==> src/rtl/synaptic_current_accumulator.sv <==
// synaptic_current_accumulator: per-window weighted spike sum, serially scanned, integrated into a Q16.16 current.
// Define SYN_DECAY_EN for leaky integration; otherwise each window's sum replaces the previous one.
module synaptic_current_accumulator #(
    parameter int N_INPUTS    = 8,
    parameter int TICK_DIV    = 16,
    parameter int DECAY_SHIFT = 3
) (
    input  logic                        clk,
    input  logic                        reset,
    input  logic [N_INPUTS-1:0]         spike_in,
    input  logic                        w_wr_en,
    input  logic [$clog2(N_INPUTS)-1:0] w_wr_addr,
    input  logic signed [31:0]          w_wr_data,
    input  logic signed [31:0]          I_bias,
    output logic signed [31:0]          I_out,
    output logic                        tick_out,
    output logic                        sat_out,
    input  logic                        sat_clr
);
    localparam int AW = $clog2(N_INPUTS);
    localparam int SW = 32 + AW + 1;
    localparam int CW = $clog2(TICK_DIV);

    if (N_INPUTS < 2 || TICK_DIV < N_INPUTS + 2 || DECAY_SHIFT < 0 || DECAY_SHIFT > 31) begin : g_bad_params
        $error("synaptic_current_accumulator: need N_INPUTS>=2, TICK_DIV>=N_INPUTS+2, 0<=DECAY_SHIFT<=31");
    end

    typedef enum logic [1:0] {IDLE, SCAN, COMMIT} state_t;

    state_t                state, state_d;
    logic [CW-1:0]         cnt;
    logic [N_INPUTS-1:0]   pending, snap;
    logic [AW-1:0]         idx;
    logic signed [SW-1:0]  acc, acc_add, s1, sum;
    logic signed [31:0]    w [N_INPUTS];
    logic signed [31:0]    syn_n, out_n;
    logic                  tick, snap_now, clamp;

    function automatic logic signed [SW-1:0] sx(input logic signed [31:0] v);
        return {{(SW-32){v[31]}}, v};
    endfunction

    // Out of 32-bit range when the bits above bit 31 are not a pure sign extension.
    function automatic logic ovf(input logic signed [SW-1:0] v);
        return !((&v[SW-1:31]) || !(|v[SW-1:31]));
    endfunction

    function automatic logic signed [31:0] sat32(input logic signed [SW-1:0] v);
        return ovf(v) ? (v[SW-1] ? 32'sh80000000 : 32'sh7FFFFFFF) : v[31:0];
    endfunction

    assign tick     = cnt == CW'(TICK_DIV - 1);
    assign snap_now = state == IDLE && tick;
    assign acc_add  = snap[idx] ? sx(w[idx]) : '0;

`ifdef SYN_DECAY_EN
    logic signed [31:0] syn;

    assign s1 = sx(syn) - sx(syn >>> DECAY_SHIFT) + acc;

    always_ff @(posedge clk or posedge reset) begin
        if (reset) syn <= '0;
        else if (state == COMMIT) syn <= syn_n;
    end
`else
    assign s1 = acc;
`endif

    assign syn_n = sat32(s1);
    assign sum   = sx(syn_n) + sx(I_bias);
    assign out_n = sat32(sum);
    assign clamp = ovf(s1) || ovf(sum);

    always_comb begin
        state_d = state;
        state_d = snap_now ? SCAN
                : (state == SCAN && idx == AW'(N_INPUTS - 1)) ? COMMIT
                : (state == COMMIT) ? IDLE : state;
    end

    always_ff @(posedge clk or posedge reset) begin
        if (reset) begin
            state    <= IDLE;
            cnt      <= '0;
            pending  <= '0;
            snap     <= '0;
            idx      <= '0;
            acc      <= '0;
            I_out    <= '0;
            tick_out <= 1'b0;
            sat_out  <= 1'b0;
            for (int i = 0; i < N_INPUTS; i++) w[i] <= '0;
        end else begin
            state    <= state_d;
            cnt      <= tick ? '0 : cnt + 1'b1;
            pending  <= snap_now ? spike_in : pending | spike_in;
            snap     <= snap_now ? pending : snap;
            idx      <= (state == SCAN) ? idx + 1'b1 : '0;
            acc      <= (state == SCAN) ? acc + acc_add : snap_now ? '0 : acc;
            tick_out <= state == COMMIT;
            sat_out  <= (state == COMMIT && clamp) || (sat_out && !sat_clr);
            if (state == COMMIT) I_out <= out_n;
            if (w_wr_en) w[w_wr_addr] <= w_wr_data;
        end
    end
endmodule
==> config.mk <==
export PLATFORM = sky130hd
export DESIGN_NAME = synaptic_current_accumulator
export DESIGN_NICKNAME = d
export VERILOG_FILES = /design/src/rtl/synaptic_current_accumulator.sv
export SDC_FILE = /design/constraint.sdc
export NUM_CORES = 1
export LEC_CHECK = 0
export ABC_AREA = 1
export CORE_ASPECT_RATIO = 0.5
export CORE_UTILIZATION = 30
export CTS_CLUSTER_SIZE = 28
export DETAILED_ROUTE_END_ITERATION = 8
export PLACE_DENSITY = 0.46
export SYNTH_ARGS = -nofsm -noshare
export SYNTH_HDL_FRONTEND = slang
export SYNTH_SLANG_ARGS = --single-unit
export TNS_END_PERCENT = 100
==> constraint.sdc <==
create_clock -name clk -period 26 [get_ports clk]
set_clock_uncertainty 0.2 [all_clocks]
set_input_delay 7.8 -clock clk [delete_from_list [all_inputs] [get_ports clk]]
set_output_delay 7.8 -clock clk [all_outputs]
set_load 0.005 [all_outputs]
==> metrics list <==
- The analysis attributes to net switching a power of between 700 and 800 µW.
- The finished layout holds 3615 standard cells, fillers aside.
* Number of iterations in the first detailed-routing pass: 7
- After clock tree synthesis, the clock-pin slew on the worst setup and hold paths is 0.06 ns.
* Number of core rows: 65
- Unrepaired setup endpoints after global routing: no
- Post-synthesis net count: 2815
* Final setup TNS: 0 ns
- In this run the remaining antenna-violating nets after routing total 0.
* Number of placed I/O pins: roughly 110
- The clock passes through at most 3 buffers.
- The first global-routing pass estimated between 90 and 100 mm of wire.
- Post-synthesis instance total: 2664
- Relative to the synthesized area, the layout overhead comes to 16.56%.
- Leaving out fill and tap cells, the most frequent cell in the layout is sky130_fd_sc_hd__nand2_1.
- For the worst setup path, the data required time is approximately 26 ns.
- Synth cell types: 42
- Cell-internal power: 1276 µW
- Synthesis Warnings: 0
- For this run, the total global-route usage over all layers was measured as 18.40%.
- Synthesized area: roughly 20000 µm²
* Run status: completed
* Number of maximum-capacitance violations: 0
- Kind of launch point of the worst setup path: input port
- The final number of max-transition violations was 0.
- For the pin with the worst max-slew slack, the measured transition is 0.9962 ns.
- Synthesized area per cell: 7.397 µm²
* End of the worst register-to-register path: acc[32]$_DFFE_PP0P_
- In this run, CTS created clock tree buffers numbering 39.
- Of all cell types, the one taking the most synthesized area is sky130_fd_sc_hd__dfrtp_1.
* Clk sinks: between 300 and 400
- Routed wire per std cell: roughly 17 µm
* Synth top area share: 44.57%
- Total of cells resized after clock tree synthesis: 0
* Sequential area share after synthesis: 44.57%
- At the worst endpoint, the arrival time is 10.70 ns.
- Worst Hold Path EP: snap[4]$_DFFE_PP0P_
- Buffers on Ports: 112
* Combinational power share: 33.3%
- Of all nets on the critical path, the largest fanout is 31.
* Top cells by area, synth: sky130_fd_sc_hd__dfrtp_1 (45%), sky130_fd_sc_hd__nand2_1 (14%), sky130_fd_sc_hd__o21ai_0 (8.9%)
- Critical setup path kind: input port to register
* Root buffer cell: sky130_fd_sc_hd__clkbuf_16
- Clk network pwr share: 30.1%
* Sw Ratio: between 30% and 40%
- Share of post-route cells with drive strength above 1: 4.191%
- Source-to-sink clock delay at the later pin of the worst-skew pair: 0.57 ns
- Along the worst hold path, the cell count comes to 2.
- Once the floorplan was initialized, standard cells occupied 30.79% of the core.
- H-tree Lvls: 2
- The first routing iteration left 1114 violations.
- Synthesis inferred 351 register bits.
- Sum of routed wire length over all layers: between 60 and 70 mm
* Reg power frac: 36.6%
- Summed over all cells, the static leakage comes to approximately 0.011 µW.
- IR analysis of the VDD net gives a maximum drop of between 0.00004 and 0.00005 V.
- Entering global routing, the biggest net connects between 90 and 100 pins.
- For this run, design rule violations remaining after detail routing come to 0.
- Vertical die dimension: 183.2 µm
* GR Overflow Total: 0
- In this run the most critical hold path is launched from snap[4]$_DFFE_PP0P_.
* Inst Count DP: 3547
- After detailed routing, the number of vias per cell comes to 4.792.
- Die width: 364.4 µm
- Final Setup Violations: 0
- The number of antenna violations at the first check in global routing came to 2.
* Clock period minus worst slack: 10.50 ns
- In this run the power density over the cells is 86.21 nW/µm².
* Area of the die: ~67000 µm²
- Timing would allow up to 0.09522 GHz.
- Buffers inserted to repair hold after CTS numbered 0.
- Headroom to the max-slew limit: 33.58%
- TritonCTS built the clock tree.
- Across all hold checks on the routed design, the worst slack comes to about 0.27 ns.
- The worst register-to-register path begins at idx[0]$_DFF_PP0_.
* Final cycle utilization of the critical path: 40.39%
- Vias in the first global route: about 17000
* Top library cells by usage in the layout, fill and taps aside: sky130_fd_sc_hd__nand2_1 (731), sky130_fd_sc_hd__nor2_1 (362), sky130_fd_sc_hd__o21ai_0 (352)
* Number of hold violations in the final report: 0
* Vias: ~17000
- RePlAce Congestion: 0.9170
* Layout Nets: around 2900
- In this run the standard cell core region covers 64010 µm².
- Count of antenna diodes in the layout: 0
- Post-DP HPWL: 40.64 mm
- The number of setup buffers added after CTS is 0.
- Class of the tightest hold or removal check: register to register
* Nature of the critical path endpoint: register
- Setup slack on the worst flop-to-flop path: 20.64 ns
* Count of cells along the worst register-to-register path: 20
==> final cells by class <==
type / count / area, µm²
fillers: 6935 / 41040
multi-input cells: 1957 / 9559
flip-flops and latches: 351 / 8791
repair buffers: 137 / 1309
clock buffers: 54 / 1122
well taps: 871 / 1090
inverters: 231 / 877.1
clock inverters: 14 / 220.2
==> through the flow <==
stage	cell area (µm²)	worst slack (ns)	utilization (%)	total power [µW]
finish	22970	15.50	35.89	1980
global route	22970	15.29	35.89	2131
CTS	22970	15.51	35.89	2002
detailed placement	21630	14.90	33.79	1393
global placement	21630	14.93	33.79	1388
floorplan	19710	8.265	-	1175
==> worst max-delay path: stages <==
cell	delay, ns
sky130_fd_sc_hd__clkdlybuf4s50_1	0.40
sky130_fd_sc_hd__ha_1	0.22
sky130_fd_sc_hd__fa_1	0.41
sky130_fd_sc_hd__nand3_1	0.09
sky130_fd_sc_hd__nand3_1	0.13
sky130_fd_sc_hd__nand2_1	0.09
sky130_fd_sc_hd__nand2_1	0.12
sky130_fd_sc_hd__nand2_1	0.09
sky130_fd_sc_hd__nand2_1	0.12
sky130_fd_sc_hd__nand2_1	0.13
sky130_fd_sc_hd__nand2_1	0.08
sky130_fd_sc_hd__nand2_1	0.07
sky130_fd_sc_hd__nand2_2	0.08
sky130_fd_sc_hd__a21oi_4	0.68
sky130_fd_sc_hd__a21oi_1	0.16
==> metal layers <==
layer  vias to the layer above  routed length, µm  global-route usage [%]
li1                       8819                  -                       -
met5                         -                  0                       0
met3                        70               2753                   3.372
met1                      8160              30630                   26.35
met2                       273              26780                   28.94
met4                         0                952                   3.563
==> power by group through the flow <==
stage                     Clock (µW)  Sequential (µW)  Combinational [µW]
after floorplan                    0              720                 454
after global placement             0              732                 656
after detailed placement           0              733                 660
after CTS                        615              724                 663
after global routing             636              739                 756
final                            597              724                 659
==> worst max-delay path by stage <==
stage               from                     to  slack, ns  depth (start not counted)
3_5_place_dp   I_bias[0]   I_out[3]$_DFFE_PP0P_      14.90                         15
4_1_cts        I_bias[0]  I_out[11]$_DFFE_PP0P_      15.51                         15
5_1_grt        I_bias[0]   I_out[9]$_DFFE_PP0P_      15.29                         15
3_3_place_gp   I_bias[0]   I_out[2]$_DFFE_PP0P_      14.93                         15
6_report       I_bias[0]  I_out[11]$_DFFE_PP0P_      15.50                         15
2_1_floorplan      reset   I_out[0]$_DFFE_PP0P_       8.26                          1
==> cells in the mapped netlist (all sizes together) <==
cell,count
nor3,18
nand3,63
nand2,741
o21ai,355
o22ai,13
o21bai,19
nor3b,2
xor2,24
and2,6
nand2b,2
dlygate4sd3,1
a21oi,179
o211ai,3
o21a,3
a31oi,2
o31ai,1
buf,33
or2,2
inv,231
xnor2,1
nor2,364
a21o,14
nand4,5
fa,2
nor4,2
ha,70
dfrtp,351
clkbuf,91
o32ai,63
nand3b,3
==> cell families after synthesis <==
logic type                 count (synthesis)  share of synthesized area [%]
xor gates and xnor gates                  25                          1.111
adders and majority gates                 72                          4.648
AOI/OAI and AO/OA                        652                          18.50
buffers and inverters                    356                          7.143
DFF                                      351                          44.57
and+or+nand+nor                         1208                          24.03
==> flip-flops by register name (all words and copies together), names as in the netlist <==
register  flops
idx           3
tick_out      1
state         2
sat_out       1
cnt           4
I_out        32
snap          8
acc          36
w           256
pending       8
(Power assumes the default switching activity.)
==> variant 1: new RTL, same settings <==
Set the parameter `TICK_DIV` to 32 (it was 16).
--- a/src/rtl/synaptic_current_accumulator.sv
+++ b/src/rtl/synaptic_current_accumulator.sv
@@ -2,7 +2,7 @@
 // Define SYN_DECAY_EN for leaky integration; otherwise each window's sum replaces the previous one.
 module synaptic_current_accumulator #(
     parameter int N_INPUTS    = 8,
-    parameter int TICK_DIV    = 16,
+    parameter int TICK_DIV    = 32,
     parameter int DECAY_SHIFT = 3
 ) (
     input  logic                        clk,
Function: no difference found for any inputs over 10 cycles, from zero or initial values and one cycle with reset high; that may be too few to reach the edited logic, so the function may still have changed.
==> variant 1 against the unedited design <==
Setup slack got worse by 38 ps. Cell area fell by 0.11%. Routed wire length rose by 1.5%. Non-clock buffer count did not move. Synthesized area rose by 0.53%. Sequential cell count rose by 1. Highest routed layer unchanged. Total power rose by 21%. Largest cell class unchanged.
==> variant 1: results (changes against the unedited design) <==
| Metric | Value |
|---|---|
| Routed WL | `62.0 mm (was 61.1 mm)` |
| Post-layout nets | `2887 (was 2868)` |
| Pre-CTS setup slack | `14870 ps (was 14900 ps)` |
| Min-Delay Endpoint | `cnt[0] (was snap[4])` |
| Placed cell area | `21700 um^2 (was 21600 um^2)` |
| Number of non-clock inverters | `243 (was 231)` |
| Area growth syn-to-layout | `15.8% (was 16.6%)` |
| Mapped Cells | `2682 (was 2664)` |
| Seq/Total Area, Yosys | `0.445 (was 0.446)` |
| Drt initial violations | `1401 (was 1114)` |
| Outcome | `finished, final reports clean (unchanged)` |
| Met3 WL | `2.80 mm (was 2.75 mm)` |
| R2r endpoint | `acc[29] (was acc[32])` |
| LEAKAGE | `11.2 nW (was 11.1 nW)` |
| Worst-Margin Slew | `973 ps (was 996 ps)` |
| Post-Place Cells | `3579 (was 3547)` |
| GP Congestion | `0.896 (was 0.917)` |
| Crit path DAT | `10720 ps (was 10700 ps)` |
| First-pass GRT wire length | `97.5 mm (was 96.8 mm)` |
| HPWL Detailed | `41.2 mm (was 40.6 mm)` |
| WL/cell | `17.0 um (was 16.9 um)` |
| Clock buffer cells | `57 (was 54)` |
| Initial antenna violation count | `0 (was 2)` |
| Largest net degree at the start of global routing | `101 (was 93)` |
| Clock buf/inv share | `0.0521 (was 0.0585)` |
[variant 1: where the power goes]
part	internal, W	switching (W)	leakage [nW]
Sequential	0.000677	0.0000792	4.25
Clock	0.000294	0.000240	0.579
Combinational	0.000400	0.000708	6.36
Total	0.00137	0.00103	11.2
[variant 1: worst max-delay path by stage]
stage                     end  slack [ps]
CTS                  I_out[2]       15470
floorplan            I_out[0]        8240
global placement     I_out[3]       14920
detailed placement  I_out[15]       14870
global route         I_out[0]       15220
finish               I_out[2]       15460
[variant 1: cells by family (layout without fill, tap and decap cells)]
| logic type | Yosys count | count (layout) | share of synthesized area |
|---|---|---|---|
| AO/OA/AOI/OAI | 650 | 650 | 0.184 |
| XOR/XNOR | 25 | 25 | 0.0111 |
| adder cells (fa/ha/maj) | 73 | 73 | 0.0469 |
| buffers and inverters | 367 | 447 | 0.0728 |
| flip-flops | 352 | 352 | 0.445 |
| AND/OR/NAND/NOR | 1215 | 1215 | 0.240 |
==> variant 2: new RTL, config.mk and constraints unchanged <==
Without the edit above. The 3 states of `state_t` get a one-hot encoding in 3 bits.
--- a/src/rtl/synaptic_current_accumulator.sv
+++ b/src/rtl/synaptic_current_accumulator.sv
@@ -25,7 +25,7 @@
         $error("synaptic_current_accumulator: need N_INPUTS>=2, TICK_DIV>=N_INPUTS+2, 0<=DECAY_SHIFT<=31");
     end
 
-    typedef enum logic [1:0] {IDLE, SCAN, COMMIT} state_t;
+    typedef enum logic [2:0] {IDLE = 3'b001, SCAN = 3'b010, COMMIT = 3'b100} state_t;
 
     state_t                state, state_d;
     logic [CW-1:0]         cnt;
Behaviour: no difference found for any inputs over 10 cycles, from zero or initial values and one cycle with reset high; not proved beyond that.
==> variant 2 against the unedited design <==
Synthesized area up 0.63%. Routed wire length increased by 2.4%. Global-route usage is 0.35 points higher. Critical path type unchanged. Setup slack lost 46 ps. Cell area grew 0.88%. Count of clock-buffer cells in the layout stayed put. Sequential cell count grew 1. First-iteration DRC count down 11%. Non-clock buffer count down 4. Fmax down 0.44%.
Power is not compared: it rests on default switching activity, and its combinational part moved more than twofold at a synthesized area within 25%.
==> variant 2: results (changes against the unedited design) <==
| Metric | Value |
|---|---|
| WL/cell | `17.2 um (was 16.9 um)` |
| Postcts setup bufs | `0 (unchanged)` |
| Ant. Diodes | `0 (unchanged)` |
| Most frequent cells after synthesis | `731 x nand2_1, 370 x nor2_1, 356 x o21ai_0, 351 x dfrtp_1, 236 x inv_1 (was 737 x nand2_1, 363 x nor2_1, 352 x o21ai_0, 351 x dfrtp_1, 230 x inv_1)` |
| First-pass GRT wire length | `97.9 mm (was 96.8 mm)` |
| Slowest cell on the critical path | `a21oi_4 (unchanged)` |
| Port bufs | `112 (unchanged)` |
| Pre-CTS setup slack | `14820 ps (was 14900 ps)` |
| HPWL Detailed | `41.4 mm (was 40.6 mm)` |
| Ys Warns | `0 (unchanged)` |
| Vias in the first global route | `16.8k (about the same)` |
| Crit path DAT | `10750 ps (was 10700 ps)` |
| TritonCTS Buffers | `39 (unchanged)` |
| Relative slew margins | `0.312 (was 0.336)` |
| Most area-consuming cells after synthesis | `dfrtp_1 44%, nand2_1 14%, o21ai_0 9.0% (was dfrtp_1 45%, nand2_1 14%, o21ai_0 8.9%)` |
| CP max FO | `31 (unchanged)` |
| Maximum VDD drop | `0.0415 mV` |
| DR pass1 iterations | `7 (unchanged)` |
| Ys async rst share | `1.00 (unchanged)` |
| Clock Tree Buf Depth | `3 (unchanged)` |
| Outcome | `finished, final reports clean (unchanged)` |
| Initial antenna violation count | `0 (was 2)` |
| Synth Net Count | `2832 (was 2815)` |
| Fill cell count | `6998 (was 6935)` |
| H-tree levels | `2 (unchanged)` |
| Seq/Total Area, Yosys | `0.444 (was 0.446)` |
| LEAKAGE | `11.4 nW` |
| Regs by FF count | `w: 256 flops, acc: 36 flops, I_out: 32 flops (unchanged)` |
| Drt initial violations | `996 (was 1114)` |
| Post-layout nets | `2881 (was 2868)` |
| Largest net degree at the start of global routing | `155 (was 93)` |
| Worst Hold Class | `flop to flop (unchanged)` |
| Via-per-instance ratio | `4.77 (was 4.79)` |
| GP Congestion | `0.907 (was 0.917)` |
| Clock slew at reported path FFs | `60 ps (about the same)` |
| Worst skew pair latency | `570 ps (about the same)` |
| Share of layout cells above drive strength 1 | `0.0514 (was 0.0419)` |
| Total Routing Usage GR | `0.188 (was 0.184)` |
| Root Driver | `clkbuf_16 (unchanged)` |
| Post-cts gate resize count | `0 (unchanged)` |
| Netlist cell types | `39 (was 42)` |
| Slowest stage delay, CP | `790 ps (was 680 ps)` |
| Internal | `0.00106 W` |
## variant 2: logic make-up after synthesis
logic type,after synthesis,synth area share
flip-flops,352,0.444
AND/OR/NAND/NOR,1218,0.241
buffers and inverters,362,0.0720
AO/OA/AOI/OAI,654,0.186
adder cells (fa/ha/maj),72,0.0462
XOR/XNOR,23,0.0102
## variant 2: final timing paths
check | from | to | slack [ps] | cells past startpoint
min in group asynchronous | reset | I_out[1] | 7520 | 2
worst min register to register | w[55] | w[55] | 280 | 2
max in group asynchronous | reset | w[64] | 15960 | 4
worst min-delay path | w[55] | w[55] | 280 | 2
worst max-delay path | I_bias[0] | I_out[6] | 15450 | 15
worst max register to register | idx[0] | acc[22] | 20350 | 20
## variant 2: cell type report
cell class / count / area share
clock inverter: 17 / 0.0110
inverter: 237 / 0.0388
tap: 884 / 0.0477
clock buffer: 54 / 0.0502
timing repair buffer: 133 / 0.0557
multi-input combinational: 1967 / 0.416
sequential: 352 / 0.381
## variant 2: routing by layer
metal / share of wire / vias up / global-route usage
met5: 0 / - / 0
met4: 0.014 / 0 / 0.0363
met1: 0.50 / 8155 / 0.270
met2: 0.44 / 315 / 0.294
met3: 0.048 / 55 / 0.0330
li1: - / 8860 / -
## variant 2: power by group through the flow
stage | logic, W | registers (W) | clock network [W]
final | 0.000167 | 0.000668 | 0.000612
after global routing | 0.000195 | 0.000678 | 0.000654
after floorplan | 0.000114 | 0.000668 | 0
after global placement | 0.000166 | 0.000675 | 0
after detailed placement | 0.000169 | 0.000677 | 0
after CTS | 0.000170 | 0.000667 | 0.000634
## variant 2: critical path, delay by kind of cell
family	cells	cell delay, ps
and+or+nand+nor	10	950
AOI/OAI and AO/OA	2	930
adders and majority gates	2	640
buffers and inverters	1	400
## variant 2: per-stage QoR
stage,cells,instance area (um^2)
5_1_grt,3644,23200
2_1_floorplan,2681,19800
3_5_place_dp,3573,21800
3_3_place_gp,3573,21800
6_report,3644,23200
4_1_cts,3644,23200
